File: config.mk
export PLATFORM = sky130hd
export DESIGN_NAME = div16x8_seq_ctrl
export DESIGN_NICKNAME = d
export VERILOG_FILES = /design/src/rtl/div16x8_seq_ctrl_pkg.sv /design/src/rtl/div16x8_seq_ctrl_sub_row8.sv /design/src/rtl/div16x8_seq_ctrl.sv
export SDC_FILE = /design/constraint.sdc
export NUM_CORES = 1
export LEC_CHECK = 0
export BUFFER_PORTS_ARGS = -buffer_cell sky130_fd_sc_hd__buf_4
export CORE_MARGIN = 2
export CORE_UTILIZATION = 35
export CTS_BUF_LIST = sky130_fd_sc_hd__clkbuf_2
export CTS_CLUSTER_DIAMETER = 40
export DETAILED_ROUTE_END_ITERATION = 10
export MAX_ROUTING_LAYER = met4
export PLACE_DENSITY = 0.62
export SETUP_SLACK_MARGIN = 0.5
export SLEW_MARGIN = 20
export SYNTH_ARGS = -nofsm -noshare
export SYNTH_HDL_FRONTEND = slang
export SYNTH_HIERARCHICAL = 1
export SYNTH_SLANG_ARGS = --single-unit
File: constraint.sdc
create_clock -name clk -period 9.41 [get_ports clk]
set_input_delay 1.882 -clock clk [delete_from_list [all_inputs] [get_ports clk]]
set_output_delay 1.882 -clock clk [all_outputs]
set_load 0.02 [all_outputs]
File: src/rtl/div16x8_seq_ctrl_pkg.sv
// Shared types and constants for the sequential 16/8 restoring divider.
package div_pkg;

    localparam int unsigned YW = 8;
    localparam int unsigned XW = 16;
    localparam int unsigned CW = $clog2(YW);

    // Quotient/remainder pattern reported for divide-by-zero and quotient overflow
    localparam logic [YW-1:0] ERR_Q = {YW{1'b1}};

    typedef enum logic [1:0] {
        IDLE = 2'd0,
        RUN  = 2'd1,
        DONE = 2'd2
    } state_t;

endpackage

File: src/rtl/div16x8_seq_ctrl_sub_row8.sv
// One restoring-division row: (YW+1)-bit partial remainder minus YW-bit divisor,
// with restore mux. Purely combinational; the controller reuses it every cycle.
module sub_row8 #(
    parameter int unsigned YW = 8
) (
    input  logic [YW:0]   pr_i,
    input  logic [YW-1:0] y_i,
    output logic [YW-1:0] rem_o,
    output logic          qbit_o
);
    import div_pkg::*;

    logic [YW:0] diff;
    logic        borrow;

    // Unsigned subtract; because the partial remainder is always below 2*y, the
    // MSB of the (YW+1)-bit difference is exactly the borrow. Either selected
    // value is below y, so the top bit can be dropped.
    always_comb begin
        diff   = pr_i - {1'b0, y_i};
        borrow = diff[YW];
        qbit_o = ~borrow;
        rem_o  = borrow ? pr_i[YW-1:0] : diff[YW-1:0];
    end

endmodule

File: src/rtl/div16x8_seq_ctrl.sv
// Sequential 16/8 restoring divider controller: valid/ready operand intake,
// YW iterations through a single shared subtractor row, held result until accepted.
module div16x8_seq_ctrl #(
    parameter int unsigned YW = 8,
    parameter int unsigned XW = 16
) (
    input  logic          clk,
    input  logic          rst,
    input  logic          in_valid,
    output logic          in_ready,
    input  logic [XW-1:0] x,
    input  logic [YW-1:0] y,
    output logic          out_valid,
    input  logic          out_ready,
    output logic [YW-1:0] q,
    output logic [YW-1:0] r,
    output logic          dz,
    output logic          ovf,
    output logic          busy
);
    import div_pkg::*;

    localparam int unsigned CNT_W = (YW > 1) ? $clog2(YW) : 1;

    if (XW != 2 * YW) begin : g_width_check
        $error("div16x8_seq_ctrl: XW must equal 2*YW");
    end

    state_t          state_q, state_d;
    logic [CNT_W-1:0] count_q, count_d;
    logic [YW-1:0]   x_lo_q, x_lo_d;
    logic [YW-1:0]   y_q, y_d;
    logic [YW-1:0]   rem_q, rem_d;
    logic [YW-1:0]   q_acc_q, q_acc_d;
    logic [YW-1:0]   q_out_q, q_out_d;
    logic [YW-1:0]   r_out_q, r_out_d;
    logic            dz_q, dz_d;
    logic            ovf_q, ovf_d;

    logic [YW:0]     row_pr;
    logic [YW-1:0]   row_rem;
    logic            row_qbit;

    // Only the low dividend half is kept: the high half seeds the remainder at
    // accept time, and the low half supplies one bit per iteration, MSB first.
    assign row_pr = {rem_q, x_lo_q[count_q]};

    sub_row8 #(.YW(YW)) u_row (
        .pr_i   (row_pr),
        .y_i    (y_q),
        .rem_o  (row_rem),
        .qbit_o (row_qbit)
    );

    // Next-state and datapath update for IDLE/RUN/DONE
    always_comb begin
        state_d = state_q;
        count_d = count_q;
        x_lo_d  = x_lo_q;
        y_d     = y_q;
        rem_d   = rem_q;
        q_acc_d = q_acc_q;
        q_out_d = q_out_q;
        r_out_d = r_out_q;
        dz_d    = dz_q;
        ovf_d   = ovf_q;

        unique case (state_q)
            IDLE: begin
                if (in_valid) begin
                    x_lo_d = x[YW-1:0];
                    y_d    = y;
                    dz_d   = 1'b0;
                    ovf_d  = 1'b0;
                    if (y == '0) begin
                        state_d = DONE;
                        dz_d    = 1'b1;
                        q_out_d = '1;
                        r_out_d = '1;
                    end else if (x[XW-1:YW] >= y) begin
                        state_d = DONE;
                        ovf_d   = 1'b1;
                        q_out_d = '1;
                        r_out_d = '1;
                    end else begin
                        state_d = RUN;
                        rem_d   = x[XW-1:YW];
                        count_d = CNT_W'(YW - 1);
                        q_acc_d = '0;
                    end
                end
            end
            RUN: begin
                rem_d   = row_rem;
                q_acc_d = {q_acc_q[YW-2:0], row_qbit};
                if (count_q == '0) begin
                    state_d = DONE;
                    q_out_d = {q_acc_q[YW-2:0], row_qbit};
                    r_out_d = row_rem;
                end else begin
                    count_d = count_q - CNT_W'(1);
                end
            end
            DONE: begin
                if (out_ready) begin
                    state_d = IDLE;
                end
            end
            default: begin
                state_d = IDLE;
            end
        endcase
    end

    // State and datapath registers with synchronous reset
    always_ff @(posedge clk) begin
        if (rst) begin
            state_q <= IDLE;
            count_q <= '0;
            x_lo_q  <= '0;
            y_q     <= '0;
            rem_q   <= '0;
            q_acc_q <= '0;
            q_out_q <= '0;
            r_out_q <= '0;
            dz_q    <= 1'b0;
            ovf_q   <= 1'b0;
        end else begin
            state_q <= state_d;
            count_q <= count_d;
            x_lo_q  <= x_lo_d;
            y_q     <= y_d;
            rem_q   <= rem_d;
            q_acc_q <= q_acc_d;
            q_out_q <= q_out_d;
            r_out_q <= r_out_d;
            dz_q    <= dz_d;
            ovf_q   <= ovf_d;
        end
    end

    assign in_ready  = (state_q == IDLE);
    assign out_valid = (state_q == DONE);
    assign busy      = (state_q != IDLE);
    assign q         = q_out_q;
    assign r         = r_out_q;
    assign dz        = dz_q;
    assign ovf       = ovf_q;

endmodule

==> results.rst, run 1 <==
.. list-table::
   :header-rows: 1

   * - Metric
     - Value
   * - Detailed-placement wirelength estimate
     - 5040 um
   * - Post-Route Hold Slack
     - 0.472 ns
   * - Worst flop-to-flop path startpoint
     - count_q[0]
   * - Routability Congestion
     - 0.908
   * - Area of the die
     - 8880 um2
   * - Synthesized Nets
     - 377
   * - Number of hold-repair buffers added at the cts stage
     - 0
   * - Area share of the largest cell type after synthesis
     - 37.9%
   * - Average instance area after synthesis
     - 8.63 um2
   * - First DRT Iteration DRCs
     - 93
   * - Total Wirelength
     - 6720 um
   * - Sequential cell area fraction in the yosys report
     - 37.9%
   * - Layout cells sized above 1
     - 21.3%
   * - Internal reg-to-reg setup slack
     - 5.64 ns
   * - Count of different cell masters after synthesis
     - 47
   * - Depth of the worst register-to-register path
     - 13
   * - Cell at the slowest stage of the critical path
     - sky130_fd_sc_hd__mux4_2
   * - Post-cts gate resize count
     - 0
   * - Final routed DRC violation total
     - 0
   * - Clock-pin transition on the worst setup and hold timing paths
     - 0.28 ns
   * - Crit path capture type
     - flip-flop
   * - Number of ports placed on the die boundary
     - 49
   * - Fraction of the cycle the final worst path needs
     - 40.1%
   * - Pin count of the biggest net entering global routing
     - 51
   * - Post-layout worst setup margin
     - 5.64 ns
   * - Number of antenna violations at the first check in global routing
     - 0
   * - LEAKAGE
     - 1.50 nW
   * - GRT Total Usage
     - 16.5%
   * - Worst vdd rail ir drop
     - 0.0940 mV
   * - Req. time, crit path
     - 9.79 ns
   * - Max Cap Violations
     - 0
   * - Clock latency on the worst-skew pair
     - 0.46 ns
   * - Total number of clock tree sinks
     - 54
   * - Number of synthesis warnings
     - 6
   * - Worst Setup Slack post-DPL
     - 5.34 ns
   * - RSZ-0062 raised after global routing
     - false
   * - Antenna diode instance count
     - 0
   * - F_max
     - 265 MHz
   * - Slew HR
     - 50.8%
   * - Vias in the first global route
     - 2251
   * - Cell type with the largest total area after synthesis
     - sky130_fd_sc_hd__dfxtp_1
   * - Flop and latch count out of synthesis
     - 54
   * - Most frequently used cell type in the post-synthesis netlist
     - sky130_fd_sc_hd__dfxtp_1
   * - Start point of the worst hold path
     - x_lo_q[7]
   * - Peak fanout along the critical path
     - 10
   * - Sum of negative setup slack
     - 0 ns
   * - Run status
     - completed
   * - Area of the placeable core
     - 7810 um2
   * - Remaining antenna violation count after routing
     - 0
   * - Worst reg2reg path endpoint
     - rem_q[4]
   * - Detailed-route via count
     - 2388
   * - Remaining global-route overflow
     - 0
   * - Die outline width
     - 94.2 um
   * - Cell at the root of the clock tree
     - sky130_fd_sc_hd__clkbuf_2
   * - Fraction of synthesis flops using an asynchronous set or reset pin
     - 0%
   * - Clock tree buffer depth
     - 2
   * - Std-Cell Rows
     - 32
   * - Hold path cells
     - 2
   * - Via-per-instance ratio
     - 5.00
   * - Most instantiated flip-flop cell in the synthesis netlist
     - sky130_fd_sc_hd__dfxtp_1
   * - Layout Nets
     - 422
   * - Minimum clock period after layout
     - 3.77 ns
   * - Most area-consuming cells after synthesis
     - sky130_fd_sc_hd__dfxtp_1 38%, sky130_fd_sc_hd__ha_1 7.9%, sky130_fd_sc_hd__nand2_1 5.4%, sky130_fd_sc_hd__nor2_1 5.4%, sky130_fd_sc_hd__a211oi_1 5.3%
   * - Worst Max-Slew Pin Slew
     - 0.738 ns
   * - Total buffers and inverters traversed by the critical path
     - 2
   * - List of cells traversed by the critical path
     - mux4_2, mux2_2, inv_1, ha_1, inv_1, fa_1, a21o_1, a21oi_2, o31ai_4, xor2_4, mux2_2, a22o_1, a21o_1
   * - Final Skew
     - 0.0244 ns
   * - Setup violation total in the final timing report
     - 0
   * - H-tree depth
     - 2
   * - Kind of path behind the tightest hold check
     - reg -> reg
   * - Number of flops mapped to enable cells by yosys
     - 0
   * - Chip Height
     - 94.2 um
   * - Gate Count Post-Synth
     - 330
   * - First-pass GRT wire length
     - 11300 um
   * - Count of buffers from port buffering
     - 48
   * - Final Hold Vio Count
     - 0
   * - Synthesized area
     - 2850 um2
   * - Hold path endpoint
     - x_lo_q[7]
   * - CTS tree
     - built
   * - Post-CTS Repair Setup Buffers
     - 0
   * - Crit path kind
     - reg -> reg
   * - Number of buffers created by CTS
     - 5
   * - Post-detailed-route wirelength per cell
     - 14.1 um
   * - Number of max-slew violations in the final report
     - 0
   * - Type of element launching the critical path
     - flip-flop
   * - Layout area overhead
     - 18.1%
   * - Data arrival at the endpoint of the critical path
     - 4.15 ns
   * - Starting density of the core
     - 36.5%
   * - Most instantiated cells after synthesis
     - 54 x sky130_fd_sc_hd__dfxtp_1, 41 x sky130_fd_sc_hd__nand2_1, 41 x sky130_fd_sc_hd__nor2_1
   * - Cell type group with the largest total delay on the critical path
     - multiplexers
   * - Slowest stage delay, CP
     - 0.53 ns
   * - Cell Pwr Density
     - 202 nW/um2
   * - Number of optimization iterations in the first detailed-route pass
     - 4
placed cells by master, fill, tap and decap left out, types with 2 or more instances in the layout:
cell type / n
sky130_fd_sc_hd__a211oi_1: 20
sky130_fd_sc_hd__inv_1: 40
sky130_fd_sc_hd__a22oi_1: 7
sky130_fd_sc_hd__nand2_1: 41
sky130_fd_sc_hd__nor2_1: 41
sky130_fd_sc_hd__nor2b_1: 2
sky130_fd_sc_hd__a21oi_1: 24
sky130_fd_sc_hd__or4_1: 2
sky130_fd_sc_hd__nand2b_1: 4
sky130_fd_sc_hd__ha_1: 18
sky130_fd_sc_hd__buf_4: 48
sky130_fd_sc_hd__a21o_1: 9
sky130_fd_sc_hd__mux4_2: 2
sky130_fd_sc_hd__dfxtp_1: 54
sky130_fd_sc_hd__o21ai_0: 4
sky130_fd_sc_hd__nor3_1: 3
sky130_fd_sc_hd__nor4_1: 2
sky130_fd_sc_hd__mux2_2: 8
sky130_fd_sc_hd__nand3_1: 2
sky130_fd_sc_hd__a21oi_2: 2
sky130_fd_sc_hd__xor2_1: 2
sky130_fd_sc_hd__a22o_1: 7
sky130_fd_sc_hd__o21a_1: 2
sky130_fd_sc_hd__clkbuf_2: 5
sky130_fd_sc_hd__xnor2_1: 2
worst register-to-register path: stages (launching register included):
cell,delay (ns)
sky130_fd_sc_hd__dfxtp_1,0.51
sky130_fd_sc_hd__mux4_2,0.53
sky130_fd_sc_hd__mux2_2,0.28
sky130_fd_sc_hd__inv_1,0.07
sky130_fd_sc_hd__ha_1,0.15
sky130_fd_sc_hd__inv_1,0.05
sky130_fd_sc_hd__fa_1,0.41
sky130_fd_sc_hd__a21o_1,0.19
sky130_fd_sc_hd__a21oi_2,0.24
sky130_fd_sc_hd__o31ai_4,0.12
sky130_fd_sc_hd__xor2_4,0.37
sky130_fd_sc_hd__mux2_2,0.42
sky130_fd_sc_hd__a22o_1,0.21
sky130_fd_sc_hd__a21o_1,0.14
registers in the layout, indices dropped and copies added, names as in the netlist:
| register | cells |
|---|---|
| r | 8 |
| rem_q | 8 |
| dz | 1 |
| y_q | 8 |
| q_acc_q | 7 |
| x_lo_q | 8 |
| q | 8 |
| ovf | 1 |
| count_q | 3 |
| state_q | 2 |
cells by family after synthesis:
family                     count (synthesis)  synth area share (%)
adders and majority gates                 19                  8.61
muxes                                     12                  5.49
xor gates and xnor gates                   5                  2.20
and+or+nand+nor                          104                  16.3
AOI/OAI and AO/OA                         86                  22.6
buffers and inverters                     50                  6.85
DFF                                       54                  37.9
per-stage QoR:
step / cell area [um2] / instances / power [mW] / utilization [%]
floorplan: 2850 / 330 / 0.480 / -
global placement: 3290 / 470 / 0.558 / 42.2
detailed placement: 3290 / 470 / 0.563 / 42.2
CTS: 3370 / 478 / 0.689 / 43.1
global route: 3370 / 478 / 0.728 / 43.1
finish: 3370 / 478 / 0.679 / 43.1
layer usage:
metal  vias to the layer above  routed length (um)  GRT usage [%]
met5                         -                   0              -
met4                         0                  61           3.99
met3                         6                 208           2.33
met2                        36                3230           26.5
met1                      1121                3220           22.0
li1                       1225                   -              -
power by group:
part	total [mW]	internal [mW]	switching, mW	leakage [nW]
clock network	0.124	0.0466	0.0779	0.0411
registers	0.276	0.257	0.0193	0.443
logic	0.279	0.123	0.156	1.01
total	0.679	0.427	0.253	1.50
layout make-up:
type / instances / area, um2
Clock inverter: 3 / 48.8
Timing Repair Buffer: 48 / 360
Clock buffer: 5 / 25.0
Sequential cell: 54 / 1080
Multi-Input combinational cell: 226 / 1570
Tap cell: 102 / 128
Inverter: 40 / 150
Fill cell: 798 / 4440
worst max-delay path by stage:
| stage | slack (ns) | depth (start not counted) | from | to |
|---|---|---|---|---|
| 6_report | 5.64 | 13 | count_q[0] | rem_q[4] |
| 5_1_grt | 5.49 | 13 | count_q[0] | rem_q[4] |
| 2_1_floorplan | 5.83 | 9 | y[1] | q[0] |
| 3_5_place_dp | 5.34 | 9 | y[1] | q[7] |
| 4_1_cts | 5.59 | 13 | count_q[0] | rem_q[2] |
| 3_3_place_gp | 5.42 | 9 | y[1] | r[5] |
Power figures use the tool's default switching activity.
==> run 2: changes to the inputs <==
Clock period 9.41 ns to 3.9 ns, I/O delays scaled along.
==> results.rst, run 2 (synthesized netlist as in run 1, its figures left out) <==
.. list-table::
   :header-rows: 1

   * - Metric
     - Value
   * - Cell Pwr Density
     - 486 nW/um2 (+140%)
   * - Layout area overhead
     - 21.4%
   * - Antenna diode instance count
     - 0 (unchanged)
   * - Minimum clock period after layout
     - 3.35 ns (-0.414 ns)
   * - First DRT Iteration DRCs
     - 83 (-11%)
   * - Post-route design area
     - 3460 um2 (+2.8%)
   * - Cell area after placement
     - 3290 um2 (about the same)
   * - Cell at the root of the clock tree
     - sky130_fd_sc_hd__clkbuf_2
   * - Kind of path behind the tightest hold check
     - reg -> reg
   * - Setup violation total in the final timing report
     - 0 (unchanged)
   * - Sum of negative setup slack
     - 0 ns (unchanged)
   * - Pin count of the biggest net entering global routing
     - 51 (unchanged)
   * - Launching element of the worst setup path
     - count_q[0]
   * - GRT Total Usage
     - 15.9% (-0.58 points)
   * - Number of antenna violations at the first check in global routing
     - 0 (unchanged)
   * - Chip Height
     - 94.2 um (unchanged)
   * - Internal Power
     - 1.07 mW (+150%)
   * - Worst flop-to-flop path startpoint
     - count_q[0]
   * - Final routed DRC violation total
     - 0 (unchanged)
   * - Total number of clock tree sinks
     - 54 (unchanged)
   * - Die outline width
     - 94.2 um (unchanged)
   * - Final cell count without fillers
     - 484 (+1.3%)
   * - H-tree depth
     - 2 (unchanged)
   * - Slew HR
     - 53.1% (+2.3 points)
   * - Remaining global-route overflow
     - 0 (unchanged)
   * - Number of buffers created by CTS
     - 5 (unchanged)
   * - CTS tree
     - built
   * - Total Wirelength
     - 6650 um (-1.0%)
   * - RSZ-0062 raised after global routing
     - true
   * - Peak fanout along the critical path
     - 6 (-4)
   * - Detailed-placement wirelength estimate
     - 5020 um (-0.41%)
   * - Number of max-slew violations in the final report
     - 0 (unchanged)
   * - Final Skew
     - 0.0127 ns (-0.0116 ns)
   * - Routability Congestion
     - 0.821 (-9.7%)
   * - Worst Setup Slack post-DPL
     - 0.284 ns (-5.06 ns)
   * - Switching fraction of total power
     - 36.6% (-0.63 points)
   * - Data arrival at the endpoint of the critical path
     - 3.70 ns (-0.45 ns)
   * - Std-Cell Rows
     - 32 (unchanged)
   * - Clock latency on the worst-skew pair
     - 0.41 ns (-0.05 ns)
   * - Post-Route Hold Slack
     - 0.471 ns (-0.000808 ns)
   * - Detailed-route via count
     - 2408 (+0.84%)
   * - Max Cap Violations
     - 0 (unchanged)
   * - Layout Nets
     - 429 (+1.7%)
   * - Count of buffers from port buffering
     - 48 (unchanged)
   * - F_max
     - 298 MHz (+12%)
   * - Crit path capture type
     - flip-flop
   * - Final Hold Vio Count
     - 0 (unchanged)
   * - Clock-pin transition on the worst setup and hold timing paths
     - 0.25 ns (-0.03 ns)
   * - Remaining antenna violation count after routing
     - 0 (unchanged)
   * - Area of the placeable core
     - 7810 um2 (unchanged)
   * - Commonest cells after routing, fill and taps aside
     - 53 x sky130_fd_sc_hd__dfxtp_1, 53 x sky130_fd_sc_hd__buf_4, 41 x sky130_fd_sc_hd__nand2_1
   * - Run status
     - completed
   * - Crit path kind
     - reg -> reg
   * - Type of element launching the critical path
     - flip-flop
   * - NetSw
     - 0.615 mW (+140%)
   * - Number of optimization iterations in the first detailed-route pass
     - 4 (unchanged)
   * - Number of ports placed on the die boundary
     - 49 (unchanged)
   * - Worst Max-Slew Pin Slew
     - 0.704 ns (-0.0341 ns)
   * - First-pass GRT wire length
     - 10900 um (-2.8%)
   * - Worst vdd rail ir drop
     - 0.147 mV (+56%)
   * - Post-detailed-route wirelength per cell
     - 13.7 um (-2.3%)
   * - Vias in the first global route
     - 2352 (+4.5%)
   * - Area of the die
     - 8880 um2 (unchanged)
   * - Fraction of the cycle the final worst path needs
     - 86.0% (+46 points)
   * - Clock tree buffer depth
     - 2 (unchanged)
   * - Via-per-instance ratio
     - 4.98 (-0.41%)
   * - Cell count after placement
     - 470 (unchanged)
   * - Combinational power share
     - 47.9% (+6.9 points)
   * - Post-layout worst setup margin
     - 0.545 ns (-5.10 ns)
   * - Clk network pwr share
     - 12.4% (-5.9 points)
   * - Starting density of the core
     - 36.5% (unchanged)
   * - Req. time, crit path
     - 4.24 ns (-5.55 ns)
   * - Start point of the worst hold path
     - y_q[6]
   * - Sequential group share of total power
     - 39.8% (-0.8 points)
   * - Layout cells sized above 1
     - 24.6% (+3.3 points)
   * - LEAKAGE
     - 1.54 nW (+3.0%)
[run 2: cell count changes in the layout (fill, tap and decap cells not counted), sizes merged]
cell	change
buf	+7
inv	-1
clkbuf	+1
bufinv	-1
[run 2: metal layers]
metal / vias to the layer above / wire length [um] / track usage (%)
li1: 1232 / - / -
met1: 1125 / 3150 / 20.4
met2: 42 / 3200 / 26.3
met3: 9 / 212 / 2.17
met4: 0 / 84 / 4.47
met5: - / 0 / -
[run 2: layout make-up]
type / count / area [um2]
Timing Repair Buffer: 55 / 429
Sequential cell: 54 / 1080
Multi-Input combinational cell: 226 / 1630
Tap cell: 102 / 128
Fill cell: 823 / 4350
Clock inverter: 1 / 7.51
Clock buffer: 6 / 30.0
Inverter: 40 / 153
[run 2: power groups by stage]
stage | Combinational [mW] | Clock, mW | Sequential, mW
after CTS | 0.727 | 0.221 | 0.670
after floorplan | 0.456 | 0 | 0.706
after global routing | 0.878 | 0.242 | 0.679
after detailed placement | 0.662 | 0 | 0.681
final | 0.805 | 0.208 | 0.669
after global placement | 0.650 | 0 | 0.678
[run 2: critical path, stage by stage (launching register included)]
cell and delay [ns]:
sky130_fd_sc_hd__dfxtp_4 0.42, sky130_fd_sc_hd__mux4_2 0.49, sky130_fd_sc_hd__mux2_4 0.28, sky130_fd_sc_hd__inv_4 0.07, sky130_fd_sc_hd__ha_4 0.13, sky130_fd_sc_hd__inv_2 0.03, sky130_fd_sc_hd__fa_2 0.35, sky130_fd_sc_hd__a21o_1 0.22
sky130_fd_sc_hd__a21oi_4 0.17, sky130_fd_sc_hd__o31ai_4 0.10, sky130_fd_sc_hd__xor2_4 0.22, sky130_fd_sc_hd__buf_12 0.15, sky130_fd_sc_hd__mux2_4 0.30, sky130_fd_sc_hd__a22o_1 0.20, sky130_fd_sc_hd__a21o_1 0.15
[run 2: stage by stage]
| step | util (%) | power (mW) |
|---|---|---|
| after floorplan | - | 1.16 |
| after global placement | 42.2 | 1.33 |
| after detailed placement | 42.2 | 1.34 |
| after CTS | 43.4 | 1.62 |
| after global routing | 44.3 | 1.80 |
| final | 44.3 | 1.68 |
[run 2: final timing paths]
check | cells past startpoint | slack, ns | endpoint
worst max-delay path | 14 | 0.55 | rem_q[4]
worst min-delay path | 2 | 0.47 | y_q[6]
worst min register to register | 2 | 0.47 | y_q[6]
worst max register to register | 14 | 0.55 | rem_q[4]
[run 2: timing repair]
action,in CTS,in global routing
pin swaps,2,6
hold buffers,0,0
resized for setup,3,15
setup buffers,4,3
endpoints found under the setup margin,16,15
==> run 3: changes to the inputs <==
Settings changed: PLACE_DENSITY 0.62 to 0.64.
Clock period 3.9 ns to 2.94 ns, I/O delays scaled along.
==> results.rst, run 3 (synthesized netlist as in run 1, its figures left out) <==
.. list-table::
   :header-rows: 1

   * - Metric
     - Value
   * - Final routed DRC violation total
     - 0 (unchanged)
   * - Vias in the first global route
     - 2256 (-4.1%)
   * - First-pass GRT wire length
     - 10900 um (-0.57%)
   * - RSZ-0062 raised after global routing
     - true
   * - Crit path kind
     - reg -> reg
   * - Worst Max-Slew Pin Slew
     - 1.08 ns (+0.381 ns)
   * - Via-per-instance ratio
     - 4.96 (-0.39%)
   * - Utilization after layout
     - 47.5% (+3.2 points)
   * - Final Skew
     - 0.0166 ns (+0.00383 ns)
   * - Std-Cell Rows
     - 32 (unchanged)
   * - Cell at the root of the clock tree
     - sky130_fd_sc_hd__clkbuf_2
   * - Remaining antenna violation count after routing
     - 0 (unchanged)
   * - Setup violation total in the final timing report
     - 16 (+16)
   * - Area of the die
     - 8880 um2 (unchanged)
   * - Pin count of the biggest net entering global routing
     - 27 (-47%)
   * - Worst vdd rail ir drop
     - 0.307 mV (+110%)
   * - Total Wirelength
     - 7020 um (+5.5%)
   * - Layout cells sized above 1
     - 31.3% (+6.7 points)
   * - Chip Height
     - 94.2 um (unchanged)
   * - Number of ports placed on the die boundary
     - 49 (unchanged)
   * - Layout area overhead
     - 30.2%
   * - Number of buffers created by CTS
     - 5 (unchanged)
   * - Routability Congestion
     - 0.806 (-1.7%)
   * - Starting density of the core
     - 36.5% (unchanged)
   * - Layout Nets
     - 443 (+3.3%)
   * - Run status
     - finished, violations left
   * - Fraction of the cycle the final worst path needs
     - 111% (+25 points)
   * - Cell Pwr Density
     - 686 nW/um2 (+41%)
   * - LEAKAGE
     - 1.62 nW (+5.0%)
   * - Final Hold Vio Count
     - 0 (unchanged)
   * - Commonest cells after routing, fill and taps aside
     - 61 x sky130_fd_sc_hd__buf_4, 53 x sky130_fd_sc_hd__dfxtp_1, 41 x sky130_fd_sc_hd__nand2_1
   * - Total power of the final layout
     - 2.54 mW (+51%)
   * - F_max
     - 305 MHz (+2.4%)
   * - Total number of clock tree sinks
     - 54 (unchanged)
   * - Req. time, crit path
     - 3.33 ns (-0.91 ns)
   * - Area of the placeable core
     - 7810 um2 (unchanged)
   * - Detailed-placement wirelength estimate
     - 5140 um (+2.4%)
   * - Count of buffers from port buffering
     - 48 (unchanged)
   * - Number of optimization iterations in the first detailed-route pass
     - 4 (unchanged)
   * - Type of element launching the critical path
     - flip-flop
   * - Post-layout worst setup margin
     - -0.337 ns (-0.882 ns)
   * - Minimum clock period after layout
     - 3.28 ns (-0.0779 ns)
   * - Post-Route Hold Slack
     - 0.326 ns (-0.145 ns)
   * - Kind of path behind the tightest hold check
     - in -> reg
   * - Number of hold-repair buffers added at the cts stage
     - 0 (unchanged)
   * - Number of max-slew violations in the final report
     - 0 (unchanged)
   * - Violated checks
     - negative setup slack
   * - Max Cap Violations
     - 0 (unchanged)
   * - Die outline width
     - 94.2 um (unchanged)
   * - Post-detailed-route wirelength per cell
     - 14.1 um (+2.5%)
   * - Clock-pin transition on the worst setup and hold timing paths
     - 0.26 ns (about the same)
   * - Data arrival at the endpoint of the critical path
     - 3.67 ns (-0.03 ns)
   * - Number of antenna violations at the first check in global routing
     - 0 (unchanged)
   * - Crit path capture type
     - flip-flop
   * - H-tree depth
     - 2 (unchanged)
   * - Sum of negative setup slack
     - -4.49 ns (-4.49 ns)
   * - Slew HR
     - 27.5% (-26 points)
   * - Detailed-route via count
     - 2468 (+2.5%)
   * - First DRT Iteration DRCs
     - 106 (+28%)
   * - Clock tree buffer depth
     - 2 (unchanged)
   * - Antenna diode instance count
     - 0 (unchanged)
   * - Most frequent standard cell in the layout excluding fill and tap cells
     - sky130_fd_sc_hd__buf_4
   * - GRT Total Usage
     - 16.2% (+0.27 points)
   * - Peak fanout along the critical path
     - 6 (unchanged)
   * - CTS tree
     - built
   * - Remaining global-route overflow
     - 0 (unchanged)
   * - Clock latency on the worst-skew pair
     - 0.46 ns (+0.05 ns)
-- run 3: cell types whose count changed in the layout (fill, tap and decap cells not counted), moves of 2 or more --
cell                       previous run  this run
sky130_fd_sc_hd__a211oi_1            20        12
sky130_fd_sc_hd__a211oi_2             0         8
sky130_fd_sc_hd__buf_4               53        61
sky130_fd_sc_hd__buf_6                1         7
sky130_fd_sc_hd__nor2_1              39        32
sky130_fd_sc_hd__nor2_2               3         1
sky130_fd_sc_hd__nor2_4               0         9
-- run 3: power breakdown --
part           leakage, nW  internal, mW  switching (mW)
logic                 1.15         0.729           0.640
registers            0.444         0.822          0.0660
clock network       0.0265        0.0552           0.232
total                 1.62          1.61           0.938
-- run 3: worst max-delay path, stage by stage, from the launching register on --
cell	delay (ns)
sky130_fd_sc_hd__dfxtp_4	0.43
sky130_fd_sc_hd__mux4_2	0.48
sky130_fd_sc_hd__mux2_4	0.29
sky130_fd_sc_hd__inv_4	0.06
sky130_fd_sc_hd__ha_4	0.12
sky130_fd_sc_hd__inv_2	0.03
sky130_fd_sc_hd__fa_2	0.33
sky130_fd_sc_hd__a21o_1	0.21
sky130_fd_sc_hd__a21oi_4	0.16
sky130_fd_sc_hd__o31ai_4	0.09
sky130_fd_sc_hd__xor2_4	0.18
sky130_fd_sc_hd__buf_12	0.15
sky130_fd_sc_hd__mux2_4	0.31
sky130_fd_sc_hd__a22o_1	0.21
sky130_fd_sc_hd__a21o_1	0.15
-- run 3: per-stage QoR --
step,area [um2],std cells,setup slack [ns]
5_1_grt,3710,498,-0.454
4_1_cts,3580,493,-0.330
2_1_floorplan,2900,330,-0.331
3_5_place_dp,3440,481,-0.328
3_3_place_gp,3440,481,-0.286
6_report,3710,498,-0.337
-- run 3: layout make-up --
class	count	area, um2
clock inverter	1	3.75
multi-input combinational	226	1750
inverter	40	153
clock buffer	6	30.0
tap	102	128
sequential	54	1080
fill	752	4100
timing repair buffer	69	557
-- run 3: path summary, 6_finish.rpt --
kind	endpoint	slack, ns	start	cells after the start
hold / removal	x_lo_q[5]	0.33	x[5]	3
setup / recovery	rem_q[6]	-0.34	count_q[0]	14
setup reg to reg	rem_q[6]	-0.34	count_q[0]	14
hold reg to reg	y_q[3]	0.47	y_q[3]	2
-- run 3: routing by layer --
metal  share of wire [%]  up-vias  global-route usage (%)
met5                   0        -                       -
met4                 1.8        0                    5.31
met3                 4.2       11                    2.65
met2                  47       57                    25.4
met1                  47     1132                    21.2
li1                    -     1268                       -
-- run 3: timing repair --
item	in CTS	in global routing
endpoints found under the setup margin	18	18
pin swaps	7	1
gates resized for setup	15	22
setup buffers	5	5
